## src/rtl/mul_pkg.sv

```systemverilog
// Shared types and widths for the shift-and-add multiplier and its adder.
package mul_pkg;
  typedef enum logic [1:0] {
    IDLE = 2'd0,
    RUN  = 2'd1,
    DONE = 2'd2
  } state_t;

  localparam int MUL_W  = 8;
  localparam int PROD_W = 2 * MUL_W;
endpackage

```

## src/rtl/adder16_cla.sv

```systemverilog
// Combinational 16-bit two-level carry-lookahead adder: four 4-bit groups
// with group generate/propagate feeding a second lookahead level.
module adder16_cla (
  input  logic [15:0] a,
  input  logic [15:0] b,
  input  logic        cin,
  output logic [15:0] sum
);
  logic [15:0] g, pr, c;
  logic [3:0]  gg, gp, gc;

  assign g  = a & b;
  assign pr = a ^ b;

  // Group carries resolved in one lookahead step from cin.
  assign gc[0] = cin;
  assign gc[1] = gg[0] | (gp[0] & cin);
  assign gc[2] = gg[1] | (gp[1] & gg[0]) | (gp[1] & gp[0] & cin);
  assign gc[3] = gg[2] | (gp[2] & gg[1]) | (gp[2] & gp[1] & gg[0])
               | (gp[2] & gp[1] & gp[0] & cin);

  for (genvar k = 0; k < 4; k++) begin : g_grp
    logic [3:0] gi, pi, ci;
    assign gi = g[4*k +: 4];
    assign pi = pr[4*k +: 4];

    assign ci[0] = gc[k];
    assign ci[1] = gi[0] | (pi[0] & gc[k]);
    assign ci[2] = gi[1] | (pi[1] & gi[0]) | (pi[1] & pi[0] & gc[k]);
    assign ci[3] = gi[2] | (pi[2] & gi[1]) | (pi[2] & pi[1] & gi[0])
                 | (pi[2] & pi[1] & pi[0] & gc[k]);

    assign gg[k] = gi[3] | (pi[3] & gi[2]) | (pi[3] & pi[2] & gi[1])
                 | (pi[3] & pi[2] & pi[1] & gi[0]);
    assign gp[k] = &pi;

    assign c[4*k +: 4] = ci;
  end

  assign sum = pr ^ c;
endmodule

```

## src/rtl/shift_add_mul.sv

```systemverilog
// Sequential unsigned shift-and-add multiplier: W iterations per product,
// accumulation through the 16-bit CLA when the product width is 16.
module shift_add_mul
  import mul_pkg::*;
#(
  parameter int W = MUL_W
) (
  input  logic           clk,
  input  logic           nrst,
  input  logic           start,
  input  logic [W-1:0]   a,
  input  logic [W-1:0]   b,
  output logic           busy,
  output logic           done,
  output logic [2*W-1:0] p
);
  localparam int PW = 2 * W;
  localparam int CW = (W > 1) ? $clog2(W) : 1;

  state_t          state, state_nxt;
  logic [PW-1:0]   mcand, acc, addend, acc_nxt;
  logic [W-1:0]    mult;
  logic [CW-1:0]   cnt;
  logic            last;

  assign addend = mult[0] ? mcand : '0;
  assign last   = (cnt == CW'(W - 1));

  // The CLA is fixed at 16 bits; other widths fall back to a plain adder.
  if (PW == 16) begin : g_cla
    adder16_cla u_add (
      .a   (acc),
      .b   (addend),
      .cin (1'b0),
      .sum (acc_nxt)
    );
  end else begin : g_gen
    assign acc_nxt = acc + addend;
  end

  always_comb begin
    state_nxt = state;
    unique case (state)
      IDLE:    if (start) state_nxt = RUN;
      RUN:     if (last)  state_nxt = DONE;
      DONE:    state_nxt = IDLE;
      default: state_nxt = IDLE;
    endcase
  end

  always_ff @(posedge clk or negedge nrst) begin
    if (!nrst) begin
      state <= IDLE;
      mcand <= '0;
      mult  <= '0;
      acc   <= '0;
      cnt   <= '0;
      p     <= '0;
    end else begin
      state <= state_nxt;
      unique case (state)
        IDLE: if (start) begin
          mcand <= {{W{1'b0}}, a};
          mult  <= b;
          acc   <= '0;
          cnt   <= '0;
        end
        RUN: begin
          acc   <= acc_nxt;
          mcand <= mcand << 1;
          mult  <= mult >> 1;
          cnt   <= cnt + 1'b1;
          if (last) p <= acc_nxt;
        end
        default: ;
      endcase
    end
  end

  assign busy = (state != IDLE);
  assign done = (state == DONE);
endmodule

```

## config.mk

```make
export PLATFORM = sky130hd
export DESIGN_NAME = shift_add_mul
export DESIGN_NICKNAME = d
export VERILOG_FILES = /design/src/rtl/mul_pkg.sv /design/src/rtl/adder16_cla.sv /design/src/rtl/shift_add_mul.sv
export SDC_FILE = /design/constraint.sdc
export NUM_CORES = 1
export LEC_CHECK = 0
export CAP_MARGIN = 10
export CORE_MARGIN = 2
export CORE_UTILIZATION = 58
export CTS_CLUSTER_SIZE = 28
export DETAILED_ROUTE_END_ITERATION = 6
export PLACE_DENSITY = 0.82
export SLEW_MARGIN = 25
export SYNTH_ARGS = -nofsm -noshare
export SYNTH_HDL_FRONTEND = slang
export SYNTH_SLANG_ARGS = --single-unit
export TNS_END_PERCENT = 20
```

## constraint.sdc

```tcl
create_clock -name clk -period 6.25 [get_ports clk]
set_clock_uncertainty 0.2 [all_clocks]
set_input_delay 1.5625 -clock clk [delete_from_list [all_inputs] [get_ports clk]]
set_output_delay 1.5625 -clock clk [all_outputs]
set_load 0.01 [all_outputs]
```

# Word level (Yosys, flattened, before mapping)
# Cells that the tools add are included.
[totals] output_inout_bits=18 ff_bits=61
[classes] bitwise=86 n_eq_ne=5 reduce_logical=8 n_addsub=1 n_mux=12
[ops] operator="16-bit one-hot mux with 2 select lines" count=2
[ops] operator="1-bit AND" count=50
[ops] operator="16-bit 2-to-1 mux" count=3
[ops] operator="1-bit OR" count=33
[ops] operator="16-bit XOR" count=2
[ops] operator="8-bit one-hot mux with 2 select lines" count=1
[ops] operator="15-bit AND" count=1
[ops] operator="8-bit 2-to-1 mux" count=1
[ops] operator="4-bit AND reduction" count=2
[ops] operator="3-bit one-hot mux with 2 select lines" count=1
[ops] operator="2-bit AND reduction" count=3
[ops] operator="2-bit 2-to-1 mux" count=2
[ops] operator="2-bit inequality test (second input constant)" count=2
[ops] operator="2-bit one-hot mux with 2 select lines" count=1
[ops] operator="2-bit nonzero test" count=2
[ops] operator="3-bit by 1-bit adder with 3-bit output (second input constant)" count=1
[ops] operator="3-bit == test (second input constant)" count=1
[ops] operator="3-bit 2-to-1 mux" count=1
[ops] operator="2-bit by 1-bit == test with 1-bit output (second input constant)" count=1
[ops] operator="2-bit == test (second input constant)" count=1
[ops] operator="2-bit logical NOT" count=1

# Depth between registers and ports, before layout
[depth] ltp_word=13 mapped_depth=11 mapped_depth_nobuf=10

# By module
# A second synthesis with hierarchy kept.
[unflattened] hier_cells=286 hier_area_um2=3359.5
[by_module_without_submodules] module="shift_add_mul" instances=1 cells_each=209 area_each_um2=2673.8
[by_module_without_submodules] module="adder16_cla" instances=1 cells_each=77 area_each_um2=685.7

# Worst setup path before layout
# Ideal clock, no wire load.
[synth_path] kind="reg2reg" startpoint="register mult[0]" endpoint="register p[12]" t_arrival_ps=2659 path_stages_with_launch=11 slack_ps=3266 setup_ps=125 cell_sequence="dfrtp_1 clkbuf_1 and2_1 ha_1 buf_6 a21oi_4 o21bai_1 a221o_1 or2_4 fa_1 mux2_2"
[synth_via] elab_chain_cells=10
[synth_rtl] element="start, declared" line="shift_add_mul.sv:22" rtl="logic [W-1:0] mult;"
[synth_rtl] element="start signal, assigned" line="shift_add_mul.sv:71" rtl="mult <= mult >> 1;"
[synth_rtl] element="16-bit 2-to-1 mux (*)" line="shift_add_mul.sv:26" rtl="assign addend = mult[0] ? mcand : '0;"
[synth_rtl] element="16-bit XOR / 15-bit AND (equally long branches)" line="adder16_cla.sv:13, adder16_cla.sv:12"
[synth_rtl] element="1-bit AND (on tied branches)" line="adder16_cla.sv:33, adder16_cla.sv:34"
[synth_rtl] element="1-bit OR (tied with other cells)" line="adder16_cla.sv:33" rtl="assign gg[k] = gi[3] | (pi[3] & gi[2]) | (pi[3] & pi[2] & gi[1])"
[synth_rtl] element="1-bit OR / 1-bit AND (equally long branches)" line="adder16_cla.sv:33, adder16_cla.sv:34"
[synth_rtl] element="1-bit OR" line="adder16_cla.sv:34" rtl="| (pi[3] & pi[2] & pi[1] & gi[0]);"
[synth_rtl] element="1-bit AND" line="adder16_cla.sv:19" rtl="assign gc[3] = gg[2] | (gp[2] & gg[1]) | (gp[2] & gp[1] & gg[0])"
[synth_rtl] element="1-bit OR (2 in series)" line="adder16_cla.sv:19"
[synth_rtl] element="16-bit XOR (*)" line="adder16_cla.sv:40" rtl="assign sum = pr ^ c;"
[synth_rtl] element="net acc_nxt[12]" line="shift_add_mul.sv:21" rtl="logic [PW-1:0] mcand, acc, addend, acc_nxt;"
[synth_rtl] element="end signal, assigned" line="shift_add_mul.sv:73" rtl="if (last) p <= acc_nxt;"
[synth_rtl] element="end, declared" line="shift_add_mul.sv:15" rtl="output logic [2*W-1:0] p"
# Mark *: on every way through the listed nets, which the timed path passes. The rest lies on a longest branch.
# A chain may end at the register's enable or synchronous reset.

# Worst setup path after layout
[layout_path] startpoint="register state[0]" endpoint="output port busy"
[layout_via] elab_chain_cells=1
[layout_rtl] element="start, declared" line="shift_add_mul.sv:20" rtl="state_t state, state_nxt;"
[layout_rtl] element="start signal, assigned" line="shift_add_mul.sv:60" rtl="state <= state_nxt;"
[layout_rtl] element="2-bit nonzero test" line="shift_add_mul.sv:80" rtl="assign busy = (state != IDLE);"
[layout_rtl] element="end, declared" line="shift_add_mul.sv:13" rtl="output logic busy,"
# No other way between the ends.

==> flow_summary.json <==
{
  "cap_violations": 0,
  "synth.distinct_cells": 51,
  "postSynthRegisterBits": 61,
  "r2r_setup_slack_ns": 2.94,
  "synth_top_area_share": 0.460,
  "htreeDepth": 3,
  "die_area_mm2": 0.00634,
  "final_cell_mix": "61 x dfrtp_1, 45 x nand2_1, 35 x o21ai_0, 35 x clkdlybuf4s50_1",
  "fin_crit_ns": 3.34,
  "startpoint_type": "register",
  "crit_cells": 2,
  "irDropWorstVdd_v": 0.000265,
  "cp.buffers_inverters": 1,
  "crit_fanout": 5,
  "drt_first_pass_iters": 4,
  "track_usage": 0.254,
  "cts_tree": "done",
  "syn_avg_cell_area_um2": 10.3,
  "dp_cells": 418,
  "synthArstFlopShare": 1.00,
  "slew_headroom": 0.484,
  "cp_slowest_cell": "clkdlybuf4s50_1",
  "mostFrequentLayoutCell": "dfrtp_1",
  "pin_count": 37,
  "drtAntennaViolNets": 0,
  "path_delay_family": "buffers and inverters",
  "cts.sinks": 61,
  "vias": 2641,
  "cpPeakStageDelay_ns": 0.50,
  "worstPathRequired_ns": 4.49,
  "grt_pass1_vias": 2596,
  "final_cells": 434,
  "leakage_nw": 1.79,
  "final_area_mm2": 0.00392,
  "dieWidth_um": 79.6,
  "rr_endpoint": "p[12]",
  "max_freq_ghz": 0.299,
  "core_mm2": 0.00551,
  "antenna_cells": 0,
  "grt_pass1_wl_um": 12500,
  "grt_max_degree": 62,
  "yosysTopAreaCell": "dfrtp_1",
  "cp-end-kind": "output port",
  "syn_inst": 323,
  "ys.flop_type": "dfrtp_1",
  "crit_end": "busy",
  "numCtsBuffers": 9,
  "setup-tns-final_ns": 0,
  "setup_violations": 0,
  "fp-row-count": 27,
  "gp_congestion": 0.867,
  "antenna_found_initial": 0,
  "nets": 398,
  "placed_area_mm2": 0.00373,
  "critPathKind": "reg -> out",
  "drcViolationCount": 0,
  "cts-root-buf": "clkbuf_8",
  "finalHoldViolCount": 0,
  "cp-startpoint": "state[0]",
  "cts_resized": 0,
  "pwr_density_cell_mw_per_mm2": 430,
  "viasPerCell": 6.09,
  "numPortBuffers": 36,
  "synth.cell_area_mm2": 0.00332,
  "initial_core_util": 0.602,
  "post_cts_buffers": 0,
  "synth-edff-count": 0,
  "reg2reg_depth": 8,
  "worst_pin_slew_ns": 0.774,
  "clk_path_buf_depth": 2,
  "clkSlewWorstSetupHoldPaths_ns": 0.06,
  "synth_area_leaders": "dfrtp_1 46%, ha_1 6.4%, o21ai_0 5.3%",
  "routed_wl_um": 7300,
  "rsz0062_at_grt": "no",
  "wl_per_cell_um": 16.8,
  "drt-initial-drc-count": 129,
  "area_growth_pct": 18.3,
  "hpwl_um": 4790,
  "drive_above_1_share": 0.0912,
  "overflow": 0,
  "worstPathArrival_ns": 1.58,
  "regToRegStartpoint": "mult[0]",
  "min_path_type": "reg -> reg",
  "period_share": 0.535,
  "cp_cell_sequence": "or2_1 > clkdlybuf4s50_1",
  "syn_nets": 363,
  "dieHeight_um": 79.6,
  "drv_slew": 0,
  "report.power.total_mw": 1.69,
  "yosys_warnings": 0,
  "outcome": "complete, no violations",
  "hold_buffers": 0,
  "ys_seq_area_frac": 0.460,
  "clk_latency_ns": 0.33
}
## kinds of logic after synthesis
family / Yosys count / synth area share
xor+xnor: 6 / 0.0158
compound gates: 92 / 0.194
buf+inv: 25 / 0.0321
simple gates: 97 / 0.144
mux: 21 / 0.0653
flops: 61 / 0.460
fa+ha+maj: 21 / 0.0883
## through the flow
stage	util	hold slack (ns)	setup WS, ns
after floorplan	-	0.249	3.27
after global placement	0.675	0.260	2.71
after detailed placement	0.677	0.269	2.81
after CTS	0.709	0.284	2.89
after global routing	0.713	0.318	2.77
final	0.713	0.279	2.91
## power breakdown
part	internal [mW]	switching (mW)	total, mW
combinational	0.329	0.373	0.702
clock	0.174	0.146	0.320
sequential	0.548	0.116	0.664
total	1.05	0.634	1.69
## Yosys cell counts (all sizes together) (3+ instances only)
library cell	instances
buf	3
a21o	5
nand2	45
xnor2	5
clkbuf	12
dfrtp	61
mux2	5
o2111ai	3
o21ai	35
inv	10
ha	17
nor2	4
nand3	12
mux2i	16
or2	3
a22o	16
a21oi	7
and2	17
or3	3
a22oi	3
o211ai	3
o21bai	3
nor3	5
fa	4
## layout make-up
cell class | count | area, um2
repair buffers | 39 | 390
clock buffers | 14 | 173
flip-flops and latches | 61 | 1530
well taps | 72 | 90.1
fillers | 410 | 1580
inverters | 10 | 37.5
multi-input cells | 237 | 1700
clock inverters | 1 | 5.00
## sequential cells by signal (all words and copies together) (netlist names)
name,count
mcand,16
p,16
mult,8
acc,16
cnt,3
state,2
## worst min-delay path by stage
stage                     startpoint  depth (start not counted)      end  slack [ns]
after CTS                       p[3]                          2     p[3]        0.28
after global placement          p[3]                          2     p[3]        0.26
after detailed placement        p[3]                          2     p[3]        0.27
final                           p[3]                          2     p[3]        0.28
after global routing         mult[7]                          2  mult[6]        0.32
after floorplan              mult[1]                          2  mult[0]        0.25
## worst register-to-register path, stage by stage, from the launching register on
cell and delay [ns]:
dfrtp_1 0.71, and2_1 0.23, ha_1 0.36, a21oi_4 0.17, o21bai_1 0.08, a221o_1 0.42, or2_4 0.31, fa_1 0.45
mux2_2 0.27
## metal layers
layer | GRT usage | up-vias | wire [um] | part of all wire
li1 | - | 1238 | - | -
met1 | 0.334 | 1298 | 2960 | 0.41
met2 | 0.418 | 94 | 3740 | 0.51
met3 | 0.0588 | 11 | 501 | 0.069
met4 | 0.0845 | 0 | 93 | 0.013
met5 | 0 | - | 0 | 0
No activity file was read; power rests on OpenSTA's default activity.
